[src/rtl/xvs_pkg.sv]
// Shared definitions for the Xillybus read-stream arbiter: header layout,
// FSM state encoding and the round-robin requester search.
package xvs_pkg;

    localparam int MAX_SRC       = 8;
    localparam int ID_W          = 3;
    localparam int HDR_MAGIC_LSB = 24;
    localparam int HDR_ID_LSB    = 16;
    localparam int HDR_ID_W      = 8;
    localparam int HDR_LEN_W     = 16;

    typedef enum logic [1:0] {
        IDLE  = 2'd0,
        HDR   = 2'd1,
        DATA  = 2'd2,
        DRAIN = 2'd3
    } state_t;

    // First set bit of req at or after ptr, wrapping modulo n.
    function automatic logic [ID_W-1:0] rr_first(input logic [MAX_SRC-1:0] req,
                                                 input logic [ID_W-1:0]    ptr,
                                                 input int                 n);
        logic [ID_W-1:0] sel;
        logic            found;
        int              idx;
        sel   = '0;
        found = 1'b0;
        for (int i = 0; i < MAX_SRC; i++) begin
            idx = (int'(ptr) + i) % n;
            if (!found && (i < n) && req[idx[ID_W-1:0]]) begin
                sel   = idx[ID_W-1:0];
                found = 1'b1;
            end else begin
                sel   = sel;
            end
        end
        return sel;
    endfunction

endpackage

[src/rtl/xillybus_rd_fifo.sv]
// Synchronous FIFO with flush and a registered (non-FWFT) read port.
// A pop frees the slot a same-cycle push needs, so push+pop at full keeps occupancy.
module xillybus_rd_fifo #(
    parameter int AW = 4,
    parameter int DW = 32
) (
    input  logic          clk,
    input  logic          rst,
    input  logic          flush,
    input  logic          wr_en,
    input  logic [DW-1:0] wr_data,
    input  logic          rd_en,
    output logic [DW-1:0] rd_data,
    output logic          full,
    output logic          empty
);

    localparam int DEPTH = 1 << AW;
    localparam logic [AW:0] FULL_CNT = DEPTH[AW:0];

    logic [DW-1:0] mem [DEPTH];
    logic [AW-1:0] wptr_r;
    logic [AW-1:0] rptr_r;
    logic [AW:0]   count_r;
    logic [AW:0]   count_nxt;
    logic          push;
    logic          pop;

    // Push/pop qualification and next occupancy.
    always_comb begin
        pop       = rd_en & ~empty & ~flush;
        push      = wr_en & ~flush & (~full | pop);
        count_nxt = count_r;
        if (flush) begin
            count_nxt = '0;
        end else if (push & ~pop) begin
            count_nxt = count_r + 1'b1;
        end else if (pop & ~push) begin
            count_nxt = count_r - 1'b1;
        end else begin
            count_nxt = count_r;
        end
    end

    // Pointers, flags and the registered read word.
    always_ff @(posedge clk) begin
        if (rst) begin
            wptr_r  <= '0;
            rptr_r  <= '0;
            count_r <= '0;
            full    <= 1'b0;
            empty   <= 1'b1;
            rd_data <= '0;
        end else begin
            count_r <= count_nxt;
            full    <= (count_nxt == FULL_CNT);
            empty   <= (count_nxt == '0);
            if (flush) begin
                wptr_r <= '0;
                rptr_r <= '0;
            end else begin
                if (push) begin
                    wptr_r <= wptr_r + 1'b1;
                end
                if (pop) begin
                    rptr_r  <= rptr_r + 1'b1;
                    rd_data <= mem[rptr_r];
                end
            end
        end
    end

    // Storage array; contents need no reset since occupancy gates reads.
    always_ff @(posedge clk) begin
        if (push) begin
            mem[wptr_r] <= wr_data;
        end
    end

endmodule

[src/rtl/xillybus_rd_stream_arbiter.sv]
// Round-robin packet arbiter multiplexing NUM_SRC producers onto one Xillybus
// read channel, prefixing each packet with {magic, id, length}.
module xillybus_rd_stream_arbiter
    import xvs_pkg::*;
#(
    parameter int          NUM_SRC   = 4,
    parameter int          FIFO_AW   = 4,
    parameter logic [7:0]  HDR_MAGIC = 8'hA5
) (
    input  logic                   bus_clk,
    input  logic                   bus_rst,
    input  logic [NUM_SRC-1:0]     src_req,
    input  logic [16*NUM_SRC-1:0]  src_len,
    output logic [NUM_SRC-1:0]     src_grant,
    input  logic [NUM_SRC-1:0]     src_valid,
    input  logic [32*NUM_SRC-1:0]  src_data,
    output logic [NUM_SRC-1:0]     src_ready,
    input  logic                   user_r_rden,
    output logic [31:0]            user_r_data,
    output logic                   user_r_empty,
    output logic                   user_r_eof,
    input  logic                   user_r_open,
    input  logic                   eof_req,
    output logic                   busy
);

    state_t                 state_r;
    state_t                 state_nxt;
    logic [ID_W-1:0]        id_r;
    logic [ID_W-1:0]        id_nxt;
    logic [HDR_LEN_W-1:0]   cnt_r;
    logic [HDR_LEN_W-1:0]   cnt_nxt;
    logic [ID_W-1:0]        rr_ptr_r;
    logic [ID_W-1:0]        rr_nxt;
    logic                   eof_pend_r;
    logic                   open_q_r;

    logic [MAX_SRC-1:0]     req_pad;
    logic [ID_W-1:0]        sel;
    logic [HDR_LEN_W-1:0]   sel_len;
    logic [NUM_SRC-1:0]     id_onehot;
    logic                   cur_valid;
    logic [31:0]            cur_data;

    logic                   fifo_wr;
    logic [31:0]            fifo_din;
    logic                   fifo_full;
    logic                   fifo_empty;

    assign req_pad = MAX_SRC'(src_req);
    assign sel     = rr_first(req_pad, rr_ptr_r, NUM_SRC);

    // Decode the requester being considered and the producer currently owning the channel.
    always_comb begin
        sel_len   = '0;
        id_onehot = '0;
        cur_data  = '0;
        for (int i = 0; i < NUM_SRC; i++) begin
            id_onehot[i] = (ID_W'(i) == id_r);
            if (ID_W'(i) == sel) begin
                sel_len = src_len[16*i +: 16];
            end else begin
                sel_len = sel_len;
            end
            if (ID_W'(i) == id_r) begin
                cur_data = src_data[32*i +: 32];
            end else begin
                cur_data = cur_data;
            end
        end
        cur_valid = |(src_valid & id_onehot);
    end

    // Packet FSM: arbitration, header insertion, payload transfer and drain.
    always_comb begin
        state_nxt = state_r;
        id_nxt    = id_r;
        cnt_nxt   = cnt_r;
        rr_nxt    = rr_ptr_r;
        fifo_wr   = 1'b0;
        fifo_din  = '0;
        src_grant = '0;
        src_ready = '0;
        case (state_r)
            IDLE: begin
                if (user_r_open && (|src_req) && !eof_pend_r) begin
                    id_nxt    = sel;
                    cnt_nxt   = sel_len;
                    state_nxt = HDR;
                end else begin
                    state_nxt = IDLE;
                end
            end
            HDR: begin
                // Losing open before the header is out means the producer never learns of it.
                if (!user_r_open) begin
                    state_nxt = IDLE;
                end else if (!fifo_full) begin
                    fifo_wr   = 1'b1;
                    fifo_din  = {HDR_MAGIC, {(HDR_ID_W-ID_W){1'b0}}, id_r, cnt_r};
                    src_grant = id_onehot;
                    if (id_r == ID_W'(NUM_SRC-1)) begin
                        rr_nxt = '0;
                    end else begin
                        rr_nxt = id_r + 1'b1;
                    end
                    state_nxt = (cnt_r == '0) ? IDLE : DATA;
                end else begin
                    state_nxt = HDR;
                end
            end
            DATA: begin
                if (!user_r_open) begin
                    state_nxt = DRAIN;
                end else if (!fifo_full) begin
                    src_ready = id_onehot;
                    if (cur_valid) begin
                        fifo_wr   = 1'b1;
                        fifo_din  = cur_data;
                        cnt_nxt   = cnt_r - 1'b1;
                        state_nxt = (cnt_r == 16'd1) ? IDLE : DATA;
                    end else begin
                        state_nxt = DATA;
                    end
                end else begin
                    state_nxt = DATA;
                end
            end
            DRAIN: begin
                if (cnt_r == '0) begin
                    state_nxt = IDLE;
                end else begin
                    src_ready = id_onehot;
                    if (cur_valid) begin
                        cnt_nxt   = cnt_r - 1'b1;
                        state_nxt = (cnt_r == 16'd1) ? IDLE : DRAIN;
                    end else begin
                        state_nxt = DRAIN;
                    end
                end
            end
            default: begin
                state_nxt = IDLE;
            end
        endcase
    end

    // FSM state, packet context, round-robin pointer and sticky EOF request.
    always_ff @(posedge bus_clk) begin
        if (bus_rst) begin
            state_r    <= IDLE;
            id_r       <= '0;
            cnt_r      <= '0;
            rr_ptr_r   <= '0;
            eof_pend_r <= 1'b0;
            open_q_r   <= 1'b0;
        end else begin
            state_r  <= state_nxt;
            id_r     <= id_nxt;
            cnt_r    <= cnt_nxt;
            rr_ptr_r <= rr_nxt;
            open_q_r <= user_r_open;
            if (open_q_r && !user_r_open) begin
                eof_pend_r <= 1'b0;
            end else if (eof_req) begin
                eof_pend_r <= 1'b1;
            end
        end
    end

    xillybus_rd_fifo #(
        .AW (FIFO_AW),
        .DW (32)
    ) u_fifo (
        .clk     (bus_clk),
        .rst     (bus_rst),
        .flush   (~user_r_open),
        .wr_en   (fifo_wr),
        .wr_data (fifo_din),
        .rd_en   (user_r_rden),
        .rd_data (user_r_data),
        .full    (fifo_full),
        .empty   (fifo_empty)
    );

    assign user_r_empty = fifo_empty;
    assign user_r_eof   = eof_pend_r & (state_r == IDLE) & fifo_empty;
    assign busy         = (state_r != IDLE) | ~fifo_empty;

endmodule
[config.mk]
export PLATFORM = sky130hd
export DESIGN_NAME = xillybus_rd_stream_arbiter
export DESIGN_NICKNAME = d
export VERILOG_FILES = /design/src/rtl/xvs_pkg.sv /design/src/rtl/xillybus_rd_fifo.sv /design/src/rtl/xillybus_rd_stream_arbiter.sv
export SDC_FILE = /design/constraint.sdc
export NUM_CORES = 1
export LEC_CHECK = 0
export CAP_MARGIN = 40
export CORE_MARGIN = 2
export CORE_UTILIZATION = 35
export DETAILED_ROUTE_END_ITERATION = 12
export GPL_TIMING_DRIVEN = 0
export PLACE_DENSITY_LB_ADDON = 0.25
export SLEW_MARGIN = 20
export SYNTH_ARGS = -nofsm -noshare
export SYNTH_HDL_FRONTEND = slang
export SYNTH_SLANG_ARGS = --single-unit
[constraint.sdc]
create_clock -name bus_clk -period 11 [get_ports bus_clk]
set_clock_uncertainty 0.2 [all_clocks]
set_input_delay 2.2 -clock bus_clk [delete_from_list [all_inputs] [get_ports bus_clk]]
set_output_delay 2.2 -clock bus_clk [all_outputs]
set_load 0.02 [all_outputs]
After elaboration in Yosys (flattened, before gate mapping)
Memory sizes are Yosys's and may differ from the RTL's. A register that Yosys moved wholly into a read port is not among the register bits.
Index checks and enable logic that the tools add are counted.
- order comparisons: 4
- $add $sub $neg: 9
- multiply operators: 0
- multiplexer cells: 64
- bitwise gates (word level): 19
- reduce and logical (&&, ||, !) cells: 29
- shifts and indexed selects: 0
- equal/unequal tests: 16
- divide/modulo/power cells: 0
- operators with widths (operator ; number):
    $mux 32 ; 9
    $mux 16 ; 9
    $pmux 32 s2 ; 1
    $pmux 16 s3 ; 1
    $mux 2 ; 12
    $eq 16x1->1 const B ; 1
    $logic_not 16->1 ; 1
    $mux 4 ; 4
    $sub 16x1->16 const B ; 1
    $mux 1 ; 15
    $mux 5 ; 3
    $eq 2x3->1 const A ; 4
    $lt 3x4->1 const B ; 3
    $reduce_or 2->1 ; 5
    $bmux 1 s3 ; 3
    $mux 3 ; 3
    $add 4x1->4 const B ; 2
    $and 1x1->1 ; 8
    $ne 2x2->1 const B ; 4
    $pmux 2 s4 ; 1
    $pmux 4 s2 ; 1
    $reduce_or 4->1 ; 2
    $eq 1x3->1 const A ; 2
    $logic_and 1x1->1 ; 6
    other kinds (24) ; 40
- register bits after elaboration: 40
- memories kept: 1
- bits in writable memories: 512
- bits in latches: 0
- ROM bits: 0
- logic and storage cells: 153
- memories (name ; depth ; bits a word ; read ports ; clocked after memory_dff ; wr ports ; RTL line ; RTL):
    u_fifo.mem ; 16 ; 32 ; 1 ; 1 ; 1 ; xillybus_rd_fifo.sv:21 ; logic [DW-1:0] mem [DEPTH];

Longest topological paths before layout
- depth in word-level cells: 20
- mapped depth: 11
- depth with buffers taken out: 8

Cells and area by module
From an unflattened synthesis, not the netlist that was laid out.
- cell total of the unflattened synthesis: 1516
- area total of the unflattened synthesis: 24632.4 um^2
- by module, submodules not included (module ; sequential area each (um^2) ; times used ; area each (um^2) ; cells an instance):
    xillybus_rd_fifo ; 16315.6 ; 1 ; 21111.5 ; 994
    xillybus_rd_stream_arbiter ; 480.5 ; 1 ; 3520.9 ; 522

Worst setup path after synthesis
No wires, ideal clock.
- path kind: in2reg
- start: in src_valid[3]
- end: mem u_fifo.mem[3][0] (enable)
- stages: 5
- data required time: 10.339 ns
- arrival: 5.447 ns
- library setup time: 0.461 ns
- setup slack: 4.892 ns
- cell sequence: a22oi_1 > a31oi_1 > clkbuf_1 > nand2_1 > nor3_1
- cells in the longest elaborated chain, start to end: 10
- RTL lines (element ; RTL line ; RTL):
    from (decl) ; xillybus_rd_stream_arbiter.sv:15 ; input logic [NUM_SRC-1:0] src_valid,
    $and 4x4->4 ; xillybus_rd_stream_arbiter.sv:71 ; cur_valid = |(src_valid & id_onehot);
    $reduce_or 4->1 ; xillybus_rd_stream_arbiter.sv:71 ;
    $mux 1 ; xillybus_rd_stream_arbiter.sv:117 ; if (cur_valid) begin
    $mux 1 ; xillybus_rd_stream_arbiter.sv:115 ; end else if (!fifo_full) begin
    $mux 1 ; xillybus_rd_stream_arbiter.sv:113 ; if (!user_r_open) begin
    $pmux 1 s2 ; xillybus_rd_stream_arbiter.sv:84 ; case (state_r)
    $and 1x1->1 (2 in series) ; xillybus_rd_fifo.sv:32 ; push = wr_en & ~flush & (~full | pop);
    $mux 1 ; xillybus_rd_fifo.sv:75 ; if (push) begin
    $mux 1 (not written as such) ; xillybus_rd_fifo.sv:76 ; mem[wptr_r] <= wr_data;
    to (decl) ; xillybus_rd_fifo.sv:21 ;
Every way passes these cells.

Worst setup path in the final report
- start: in user_r_open
- end: out src_ready[0]
- cells in the longest elaborated chain, start to end: 2
- RTL lines (element ; RTL line ; RTL):
    from (decl) ; xillybus_rd_stream_arbiter.sv:22 ; input logic user_r_open,
    $mux 4 ; xillybus_rd_stream_arbiter.sv:113 ;
    $pmux 4 s2 ; xillybus_rd_stream_arbiter.sv:84 ;
    to (decl) ; xillybus_rd_stream_arbiter.sv:17 ; output logic [NUM_SRC-1:0] src_ready,
Every way passes these cells.

==> flow_metrics.py <==
metrics = {
    "run_status": {
        "status": "complete, no violations",
    },
    "sta": {
        "hold_viol_final": 0,
        "finalSetupViolations": 0,
        "slew-limit-headroom_pct": 41.2,
        "holdWs_ns": 0.220,
        "slew_viol_final": 0,
        "fin_crit_sh_pct": 66.1,
        "worst_slack_ns": 3.73,
        "fin_crit_ns": 7.28,
        "rsz0062_at_grt": "false",
        "clock.fmax_ghz": 0.137,
        "worst_pin_slew_ns": 0.882,
        "finalSetupTns_ns": 0,
    },
    "pwr": {
        "finalPower_mw": 4.77,
        "power_density_nw_per_um2": 152,
        "peakVddDrop_mv": 0.121,
        "leakagePower_nw": 10.0,
    },
    "drt": {
        "drt_wl_total_um": 73800,
        "vias": 15300,
        "via_per_inst": 5.36,
        "first_iter_violations": 1230,
        "ant_nets": 0,
        "detail_route.drc_violations": 0,
        "wl_per_cell_um": 25.8,
        "drtPass1Iterations": 5,
    },
    "clock_network": {
        "cts_root_buf": "clkbuf_16",
        "postCtsSetupRepairBufs": 0,
        "hold_buffers": 0,
        "numCtsBuffers": 59,
        "cts_resized": 0,
        "cts.sinks": 583,
        "cts_tree": "yes",
        "clockBufferDepth": 3,
        "clk_pin_slew_ns": 0.05,
        "insertion_delay_ns": 0.62,
        "h-tree-depth": 2,
    },
    "logic_synthesis": {
        "netlist_area_sq_um": 24700,
        "synth-seq-cells": 583,
        "yosys_warnings": 0,
        "yosysMostFrequentCell": "edfxtp_1",
        "async_flop_share_pct": 0,
        "ys_types": 69,
        "yosysTopAreaCell": "edfxtp_1",
        "synth-main-ff-cell": "edfxtp_1",
        "syn_nets": 1715,
        "syn_area_per_cell_sq_um": 16.5,
        "synth_top_area_share_pct": 62.4,
        "synth_area_leaders": "edfxtp_1 (62%), mux4_2 (15%), dfxtp_1 (5.8%), nand2_1 (1.9%), a21oi_1 (1.7%)",
        "yosys-top-cells-count": "edfxtp_1 (512), mux4_2 (160), nand2_1 (123), a21oi_1 (82)",
        "ys_seq_area_share_pct": 68.1,
        "synth_edf_count": 512,
        "syn_inst": 1492,
    },
    "placement": {
        "io_buffers": 247,
        "dp.final_hpwl_um": 54600,
        "place_area_sq_um": 29300,
        "place_inst": 2742,
        "dp_slack_ns": 3.71,
        "gp_congestion": 0.889,
    },
    "floorplanning": {
        "num_io_pins": 248,
        "dieArea_sq_um": 72600,
        "start_util_pct": 35.3,
        "die_w_um": 269,
        "rows": 97,
        "die_h_um": 269,
        "coreArea_sq_um": 69900,
    },
    "layout": {
        "fillers": 6176,
        "finish.instance_area_sq_um": 31300,
        "num_antenna_cells": 0,
        "syn_to_final_growth_pct": 26.9,
        "drive_gt1_share_pct": 18.9,
        "finalNonFillerCells": 2859,
        "final_core_util_pct": 44.8,
        "final_net_count": 2093,
    },
    "setup_path": {
        "timing.reg2reg.setup_slack_ns": 6.83,
        "required_ns": 8.60,
        "rr_worst_depth": 9,
        "worstPathArrival_ns": 4.88,
        "path_class": "in2out",
        "crit_end": "src_ready[0]",
        "worstSetupStartpointType": "input pin",
        "regToRegStartpoint": "id_r[0]",
        "crit_fanout": 9,
        "setup.worst_path.end_class": "output pin",
        "r2r-end": "u_fifo.mem[7][7]",
        "crit_start": "user_r_open",
    },
    "grt": {
        "track_usage_pct": 20.1,
        "grt_pass1_wl_um": 107000,
        "grt_overflow_total": 0,
        "antenna_found_initial": 0,
        "grt_pass1_vias": 15900,
        "grt_start_max_net_pins": 19,
    },
    "worst_hold_path": {
        "min_from": "open_q_r",
        "hold_class": "reg2reg",
    },
    "run": {
        "drv_cap": 0,
    },
}
layer usage:
layer / track usage (%) / vias to the layer above / routed length [um]
li1: - / 6753 / -
met4: 5.23 / 0 / 1750
met5: 0 / - / 0
met3: 3.84 / 114 / 5170
met1: 25.4 / 7804 / 29400
met2: 35.4 / 659 / 37400
power by group:
group / internal (mW) / total (mW) / switching, mW
logic: 0.153 / 0.341 / 0.188
clock network: 1.19 / 2.02 / 0.829
registers: 2.39 / 2.41 / 0.0157
flip-flops by register name, summed over array words and instances, names as in the netlist:
register / flops
cnt_r: 16
eof_pend_r: 1
id_r: 2
open_q_r: 1
rr_ptr_r: 2
state_r: 2
u_fifo.count_r: 5
u_fifo.empty: 1
u_fifo.full: 1
u_fifo.mem: 512
u_fifo.rd_data: 32
u_fifo.rptr_r: 4
u_fifo.wptr_r: 4
logic make-up after synthesis:
logic type      share of synthesized area (%)
compound gates                           6.93
simple gates                             6.38
mux                                      15.2
fa+ha+maj                               0.913
flops                                    68.1
buf+inv                                  2.08
xor+xnor                                0.355
layout by cell type, fill, tap and decap left out, drive strengths merged, types with 4 or more instances in the layout:
| cell | Yosys | final |
|---|---|---|
| edfxtp | 512 | 512 |
| xor2 | 5 | 5 |
| o21ai | 31 | 31 |
| or3 | 10 | 10 |
| nand2 | 123 | 123 |
| and2 | 10 | 10 |
| a21oi | 82 | 82 |
| a22oi | 21 | 21 |
| o211ai | 9 | 9 |
| ha | 18 | 18 |
| xnor2 | 5 | 5 |
| dfxtp | 71 | 71 |
| nand3 | 13 | 13 |
| buf | 31 | 101 |
| a221oi | 15 | 15 |
| a22o | 18 | 18 |
| clkbuf | 74 | 158 |
| a211oi | 23 | 23 |
| a211o | 6 | 6 |
| bufinv | 0 | 7 |
| nor3 | 28 | 28 |
| inv | 24 | 25 |
| nor2 | 73 | 73 |
| o221ai | 4 | 4 |
| mux4 | 160 | 160 |
| a2111oi | 4 | 4 |
| nand2b | 4 | 4 |
| nor2b | 21 | 21 |
| a311o | 6 | 6 |
| nor4 | 9 | 9 |
| mux2i | 15 | 15 |
| and3 | 24 | 24 |
| clkdlybuf4s50 | 0 | 247 |
| a31oi | 5 | 5 |
| clkinv | 0 | 16 |
worst max-delay path, stage by stage:
cell	delay (ns)
clkdlybuf4s50_1	0.76
nor2b_2	0.47
inv_2	0.10
o22ai_1	0.48
and2_1	0.22
clkdlybuf4s50_1	0.63
layout make-up:
| cell class | count | area (sq um) | area share, % |
|---|---|---|---|
| plain buffers | 105 | 425 | 1.36 |
| clock buffers | 84 | 1620 | 5.18 |
| clock inverters | 26 | 324 | 1.04 |
| inverters | 24 | 90.1 | 0.288 |
| multi-input cells | 780 | 7470 | 23.9 |
| flip-flops and latches | 583 | 16800 | 53.7 |
| well taps | 940 | 1180 | 3.76 |
| repair buffers | 317 | 3400 | 10.9 |
how the worst min path moves through the flow:
stage,endpoint,slack [ns],cells past startpoint
after global routing,eof_pend_r,0.24,1
final,eof_pend_r,0.22,1
after floorplan,eof_pend_r,0.19,1
after detailed placement,eof_pend_r,0.21,1
after CTS,eof_pend_r,0.22,1
after global placement,eof_pend_r,0.21,1
No activity file was read; power rests on OpenSTA's default activity.
